<file path="src/rtl/tlb_flush_ctrl_pkg.sv">
// Shared types for the SFENCE TLB flush controller: the TLB tag layout,
// the controller state encoding and the VPN field constants.
package tlb_flush_ctrl_pkg;

  localparam int VPN_W       = 20;
  localparam int VPN_MEGA_LO = 10;
  localparam int TAG_ASID_W  = 9;

  // Tag as returned by each TLB read port (valid is the MSB).
  typedef struct packed {
    logic                  valid;
    logic                  is_global;
    logic                  mega;
    logic [TAG_ASID_W-1:0] asid;
    logic [VPN_W-1:0]      vpn;
  } tlb_tag_t;

  typedef enum logic [2:0] {
    ST_IDLE  = 3'd0,
    ST_FLUSH = 3'd1,
    ST_WALK  = 3'd2,
    ST_DRAIN = 3'd3,
    ST_DONE  = 3'd4
  } flush_state_e;

  // A megapage only pins the upper VPN field, so the low field is a don't-care.
  function automatic logic vpn_hit(input logic [VPN_W-1:0] tag_vpn,
                                   input logic [VPN_W-1:0] req_vpn,
                                   input logic             mega);
    logic hit_s;
    if (mega) begin
      hit_s = (tag_vpn[VPN_W-1:VPN_MEGA_LO] == req_vpn[VPN_W-1:VPN_MEGA_LO]);
    end else begin
      hit_s = (tag_vpn == req_vpn);
    end
    return hit_s;
  endfunction

endpackage

</file>
<file path="src/rtl/tlb_flush_ctrl_tag_match.sv">
// Decides whether one returned TLB tag is hit by the captured SFENCE request.
// Optional build macro HARVOS_SFENCE_ASID_EN: when defined the ASID is
// honoured; when undefined every ASID matches (flushes a superset).
module tlb_tag_match
  import tlb_flush_ctrl_pkg::*;
#(
  parameter int ASID_W = 9
) (
  input  tlb_tag_t          tag,
  input  logic              addr_valid,
  input  logic [VPN_W-1:0]  req_vpn,
  input  logic              asid_valid,
  input  logic [ASID_W-1:0] req_asid,
  output logic              match
);

  logic addr_term_s;
  logic asid_term_s;

`ifndef HARVOS_SFENCE_ASID_EN
  // ASID fields are intentionally ignored in this build.
  logic unused_asid_s;
  assign unused_asid_s = ^{asid_valid, req_asid, tag.is_global, tag.asid};
`endif

  // Combine valid bit, address term and ASID term into the match decision.
  always_comb begin
    addr_term_s = 1'b1;
    asid_term_s = 1'b1;
    match       = 1'b0;
    if (addr_valid) begin
      addr_term_s = vpn_hit(tag.vpn, req_vpn, tag.mega);
    end else begin
      addr_term_s = 1'b1;
    end
`ifdef HARVOS_SFENCE_ASID_EN
    if (asid_valid) begin
      asid_term_s = !tag.is_global && (tag.asid[ASID_W-1:0] == req_asid);
    end else begin
      asid_term_s = 1'b1;
    end
`else
    asid_term_s = 1'b1;
`endif
    match = tag.valid && addr_term_s && asid_term_s;
  end

endmodule

</file>
<file path="src/rtl/tlb_flush_ctrl.sv">
// SFENCE flush controller for an iTLB/dTLB pair: either bulk-invalidates both
// TLBs in one cycle or walks every index, comparing the returned tags and
// invalidating matching entries one cycle after each read.
// Optional build macro HARVOS_SFENCE_ASID_EN selects ASID-qualified matching.
module tlb_flush_ctrl
  import tlb_flush_ctrl_pkg::*;
#(
  parameter int ENTRIES = 16,
  parameter int ASID_W  = 9
) (
  input  logic                       clk,
  input  logic                       rst,
  input  logic                       req_valid,
  output logic                       req_ready,
  input  logic                       req_flush_all,
  input  logic                       req_addr_valid,
  input  logic [31:0]                req_vaddr,
  input  logic                       req_asid_valid,
  input  logic [15:0]                req_asid,
  output logic [$clog2(ENTRIES)-1:0] tlb_rd_idx,
  input  tlb_tag_t                   itlb_rd_tag,
  input  tlb_tag_t                   dtlb_rd_tag,
  output logic                       itlb_inval,
  output logic                       dtlb_inval,
  output logic [$clog2(ENTRIES)-1:0] inval_idx,
  output logic                       tlb_flush_all,
  output logic                       busy,
  output logic                       done
);

  localparam int                IDX_W    = $clog2(ENTRIES);
  localparam logic [IDX_W-1:0] LAST_IDX = IDX_W'(ENTRIES - 1);

  flush_state_e      state_q, state_d;
  logic [IDX_W-1:0]  rd_idx_q, rd_idx_d;
  logic              cmp_valid_q, cmp_valid_d;
  logic [IDX_W-1:0]  cmp_idx_q, cmp_idx_d;
  logic              addr_valid_q, addr_valid_d;
  logic [VPN_W-1:0]  vpn_q, vpn_d;
  logic              asid_valid_q, asid_valid_d;
  logic [ASID_W-1:0] asid_q, asid_d;
  logic              req_ready_q, req_ready_d;
  logic              busy_q, busy_d;
  logic              flush_all_q, flush_all_d;
  logic              done_q, done_d;

  logic              accept_s;
  logic              bulk_s;
  logic              itlb_match_s;
  logic              dtlb_match_s;

  // Page offset and ASID bits above ASID_W never take part in matching.
  logic unused_req_bits_s;
  assign unused_req_bits_s = ^{req_vaddr[11:0], req_asid[15:ASID_W]};

  assign accept_s = req_valid && req_ready_q;
  assign bulk_s   = req_flush_all || (!req_addr_valid && !req_asid_valid);

  // Next-state, request capture, walk index and registered strobe decode.
  always_comb begin
    state_d      = state_q;
    rd_idx_d     = {IDX_W{1'b0}};
    addr_valid_d = addr_valid_q;
    vpn_d        = vpn_q;
    asid_valid_d = asid_valid_q;
    asid_d       = asid_q;
    case (state_q)
      ST_IDLE: begin
        if (accept_s) begin
          addr_valid_d = req_addr_valid;
          vpn_d        = req_vaddr[31:12];
          asid_valid_d = req_asid_valid;
          asid_d       = req_asid[ASID_W-1:0];
          if (bulk_s) begin
            state_d = ST_FLUSH;
          end else begin
            state_d = ST_WALK;
          end
        end else begin
          state_d = ST_IDLE;
        end
      end
      ST_FLUSH: state_d = ST_DONE;
      ST_WALK: begin
        if (rd_idx_q == LAST_IDX) begin
          state_d = ST_DRAIN;
        end else begin
          rd_idx_d = rd_idx_q + IDX_W'(1);
        end
      end
      ST_DRAIN: state_d = ST_DONE;
      ST_DONE:  state_d = ST_IDLE;
      default:  state_d = ST_IDLE;
    endcase
    // The compare stage trails the read index by one cycle.
    cmp_valid_d = (state_q == ST_WALK);
    if (state_q == ST_WALK) begin
      cmp_idx_d = rd_idx_q;
    end else begin
      cmp_idx_d = {IDX_W{1'b0}};
    end
    req_ready_d = (state_d == ST_IDLE);
    busy_d      = (state_d != ST_IDLE);
    flush_all_d = (state_d == ST_FLUSH);
    done_d      = (state_d == ST_DONE);
  end

  // State and output registers; reset aborts any flush in flight.
  always_ff @(posedge clk) begin
    if (rst) begin
      state_q      <= ST_IDLE;
      rd_idx_q     <= {IDX_W{1'b0}};
      cmp_valid_q  <= 1'b0;
      cmp_idx_q    <= {IDX_W{1'b0}};
      addr_valid_q <= 1'b0;
      vpn_q        <= {VPN_W{1'b0}};
      asid_valid_q <= 1'b0;
      asid_q       <= {ASID_W{1'b0}};
      req_ready_q  <= 1'b1;
      busy_q       <= 1'b0;
      flush_all_q  <= 1'b0;
      done_q       <= 1'b0;
    end else begin
      state_q      <= state_d;
      rd_idx_q     <= rd_idx_d;
      cmp_valid_q  <= cmp_valid_d;
      cmp_idx_q    <= cmp_idx_d;
      addr_valid_q <= addr_valid_d;
      vpn_q        <= vpn_d;
      asid_valid_q <= asid_valid_d;
      asid_q       <= asid_d;
      req_ready_q  <= req_ready_d;
      busy_q       <= busy_d;
      flush_all_q  <= flush_all_d;
      done_q       <= done_d;
    end
  end

  tlb_tag_match #(.ASID_W(ASID_W)) u_itlb_match (
    .tag        (itlb_rd_tag),
    .addr_valid (addr_valid_q),
    .req_vpn    (vpn_q),
    .asid_valid (asid_valid_q),
    .req_asid   (asid_q),
    .match      (itlb_match_s)
  );

  tlb_tag_match #(.ASID_W(ASID_W)) u_dtlb_match (
    .tag        (dtlb_rd_tag),
    .addr_valid (addr_valid_q),
    .req_vpn    (vpn_q),
    .asid_valid (asid_valid_q),
    .req_asid   (asid_q),
    .match      (dtlb_match_s)
  );

  // Invalidates respond to the tag read one cycle earlier, so they are
  // qualified by the registered compare stage rather than re-registered.
  assign itlb_inval    = cmp_valid_q && itlb_match_s;
  assign dtlb_inval    = cmp_valid_q && dtlb_match_s;
  assign inval_idx     = cmp_idx_q;
  assign tlb_rd_idx    = rd_idx_q;
  assign tlb_flush_all = flush_all_q;
  assign req_ready     = req_ready_q;
  assign busy          = busy_q;
  assign done          = done_q;

endmodule

</file>
<file path="config.mk">
export PLATFORM = sky130hd
export DESIGN_NAME = tlb_flush_ctrl
export DESIGN_NICKNAME = d
export VERILOG_FILES = /design/src/rtl/tlb_flush_ctrl_pkg.sv /design/src/rtl/tlb_flush_ctrl_tag_match.sv /design/src/rtl/tlb_flush_ctrl.sv
export SDC_FILE = /design/constraint.sdc
export NUM_CORES = 1
export LEC_CHECK = 0
export ABC_AREA = 1
export CAP_MARGIN = 20
export CORE_AREA = 2 2 87 89
export CTS_CLUSTER_SIZE = 16
export DETAILED_ROUTE_END_ITERATION = 6
export DIE_AREA = 0 0 89 91
export GPL_TIMING_DRIVEN = 0
export HOLD_SLACK_MARGIN = 0.06
export PLACE_DENSITY = 0.74
export SLEW_MARGIN = 20
export SYNTH_ARGS = -nofsm -noshare
export SYNTH_HDL_FRONTEND = slang
export SYNTH_HIERARCHICAL = 1
export SYNTH_SLANG_ARGS = --single-unit
</file>
<file path="constraint.sdc">
create_clock -name clk -period 1.35 [get_ports clk]
set_input_delay 0.27 -clock clk [delete_from_list [all_inputs] [get_ports clk]]
set_output_delay 0.27 -clock clk [all_outputs]
set_load 0.01 [all_outputs]
</file>
==> qor.yml <==
status:
  violations: "negative setup slack"
  status: "finished with violations"
place:
  dp_hpwl_mm: 4.20
  place_congestion: 0.763
  portBuffers: 83
synthesis:
  yosys_warnings: 6
  synthesis.area_um2: 2030
  syn_area_per_cell_um2: 6.52
  synthCells: 312
  synthesis.nets: 431
sta:
  fin_crit_ns: 1.85
  period_share_pct: 137
  fin_hold_ws_ns: 0.456
  drv_slew: 0
  grt_setup_unrepaired: "true"
  tightest_slew_ns: 0.329
  setup_ws_ns: -0.499
  skew_ns: 0.00713
  relSlewSlack_pct: 77.8
  finalHoldViolations: 0
  setup_viol: 2
  max_freq_ghz: 0.541
clock_network:
  cts.repair_timing.setup_buffer_count: 0
  cts-root-buf: "clkbuf_8"
  htree_levels: 2
  cts.clk_slew.worst_paths_ns: 0.07
  holdBufCountCts: 0
  clk_latency_ns: 0.28
  cts_tree: "built"
  cts_buffer_depth: 2
  cts.sink_count: 37
  cts_buffers: 5
worst_setup_path:
  cp_cell_sequence: "clkdlybuf4s50_1 > xor2_1 > nor2_1 > nand3_1 > nor2_1 > nand2_2 > a21oi_2 > nand2_1 > inv_1 > buf_2"
  regToRegStartpoint: "state_q[2]"
  startpoint_type: "input pin"
  reg2reg_to: "vpn_q[14]"
  worstSetupPathType: "in -> out"
  crit_arrival_ns: 1.58
  slowest_delay_ns: 0.42
  end_kind: "output port"
  crit_fanout: 1
  worstPathRequired_ns: 1.08
  cpMostUsedCell: "nor2_1"
  rrSetupSlack_ns: 0.21
  rr_worst_depth: 7
  cp_slowest_cell: "clkdlybuf4s50_1"
floorplan:
  num_io_pins: 132
  fp.dieArea_um2: 8100
  rows: 31
  start_util_pct: 28.5
  die_w_um: 89
  die_h_um: 91
  core_area_um2: 7140
pwr:
  p_leak_nw: 1.59
  p_sw_share_pct: 29.1
  worst_ir_drop_vdd_uv: 410
  seq_power_share_pct: 46.8
  powerDensity_nw_per_um2: 896
  p_sw_mw: 0.801
  clkPwrFrac_pct: 26.4
  intPower_mw: 1.95
  power_frac_comb_pct: 26.8
final_layout:
  num_antenna_cells: 0
  syn_to_final_growth_pct: 51.2
  nets: 521
  layout-drive-gt1-share_pct: 10.2
  utilization_pct: 43.1
  final.fill_count: 769
drt:
  met2_length_mm: 2.60
  met1_length_mm: 2.15
  wirelength_mm: 5.11
  vias: 2012
  drc: 0
  dr.pass1.iters: 4
  top_layer: "met4"
  wire_per_inst_um: 10.2
  ant_nets: 0
  drt-vias-per-instance: 4.01
  drtIter0Drc: 51
  dr_wl_met3_um: 300
grt:
  grt_util_all_layers_pct: 12.8
  grt_pass1_vias: 2006
  grt_pass1_wl_mm: 8.26
  grt_max_degree: 12
  grt_overflow_total: 0
  antenna_found_initial: 0
hold_path:
  hp-start: "tlb_rd_idx[0]"
  holdCritPathClass: "reg -> reg"
  min_delay_path_depth: 1
  hold_path_end: "tlb_rd_idx[0]"
flow_run:
  cap_viol_max_count: 0
## stage by stage
| stage | TNS, ns | std cells | power [mW] | cell area (um2) | setup slack [ns] |
|---|---|---|---|---|---|
| 3_3_place_gp | -5.81 | 494 | 2.04 | 2990 | -0.918 |
| 2_1_floorplan | 0 | 312 | 1.72 | 2030 | 0.0668 |
| 4_1_cts | -1.01 | 502 | 2.79 | 3040 | -0.512 |
| 5_1_grt | -1.24 | 502 | 2.94 | 3080 | -0.636 |
| 6_report | -0.979 | 502 | 2.76 | 3080 | -0.499 |
| 3_5_place_dp | -6.76 | 494 | 2.07 | 2990 | -1.00 |
## routing by layer
metal	up-vias	global-route usage, %
met5	-	0
met1	874	14.3
li1	1083	-
met3	4	3.36
met2	51	23.1
met4	0	4.23
## repair_timing
item | in CTS | in global routing
resized for setup | 50 | 16
gates cloned | 0 | 0
endpoints found under the setup margin | 14 | 12
pin swaps | 28 | 13
## critical path, delay by kind of cell
family | cells | cell delay [ns]
AND/OR/NAND/NOR | 5 | 0.47
buffers and inverters | 3 | 0.57
XOR/XNOR | 1 | 0.15
AO/OA/AOI/OAI | 1 | 0.11
## cell type report
class	instances	area (um2)	share of cell area, %
buffer	9	62.6	2.03
clock inverter	2	10.0	0.325
tap	99	124	4.03
inverter	57	214	6.95
multi-input combinational	209	1050	34.0
sequential	37	761	24.7
clock buffer	6	72.6	2.36
timing repair buffer	83	786	25.5
## worst max path at each step
stage | startpoint | end | slack [ns] | cells after the start
6_report | dtlb_rd_tag[12] | dtlb_inval | -0.50 | 10
5_1_grt | vpn_q[3] | dtlb_inval | -0.64 | 10
4_1_cts | vpn_q[3] | dtlb_inval | -0.51 | 10
3_5_place_dp | dtlb_rd_tag[5] | dtlb_inval | -1.0 | 11
3_3_place_gp | dtlb_rd_tag[5] | dtlb_inval | -0.92 | 11
2_1_floorplan | vpn_q[8] | dtlb_inval | 0.07 | 9
## power groups by stage
| stage | registers (mW) | logic (mW) | clock network (mW) |
|---|---|---|---|
| finish | 1.29 | 0.739 | 0.726 |
| global route | 1.30 | 0.838 | 0.803 |
| CTS | 1.28 | 0.743 | 0.764 |
| detailed placement | 1.30 | 0.764 | 0 |
| global placement | 1.30 | 0.743 | 0 |
| floorplan | 1.29 | 0.435 | 0 |
## flip-flops by register name, indices dropped and copies added, names as in the netlist
register / flops
vpn_q: 20
inval_idx: 4
tlb_rd_idx: 4
state_q: 3
addr_valid_q: 1
busy: 1
cmp_valid_q: 1
done: 1
req_ready: 1
tlb_flush_all: 1
## placed cells by master, fill, tap and decap left out
cell and n:
a21oi_1 3, a21oi_2 2, buf_2 2, buf_4 5, buf_6 1, clkbuf_1 2
clkbuf_2 2, clkbuf_8 5, clkdlybuf4s50_1 44, clkinv_2 2, dfxtp_1 25, dfxtp_2 10
dfxtp_4 2, dlygate4sd2_1 34, dlymetal6s2s_1 3, ha_1 1, inv_1 55, inv_2 2
nand2_1 84, nand2_2 2, nand3_1 6, nand3_2 1, nand4_1 2, nor2_1 67
nor2_2 1, nor2_8 1, nor3_1 3, o21ai_0 2, o21bai_1 1, xnor2_1 13
xnor2_2 3, xor2_1 17
(Power assumes the default switching activity.)
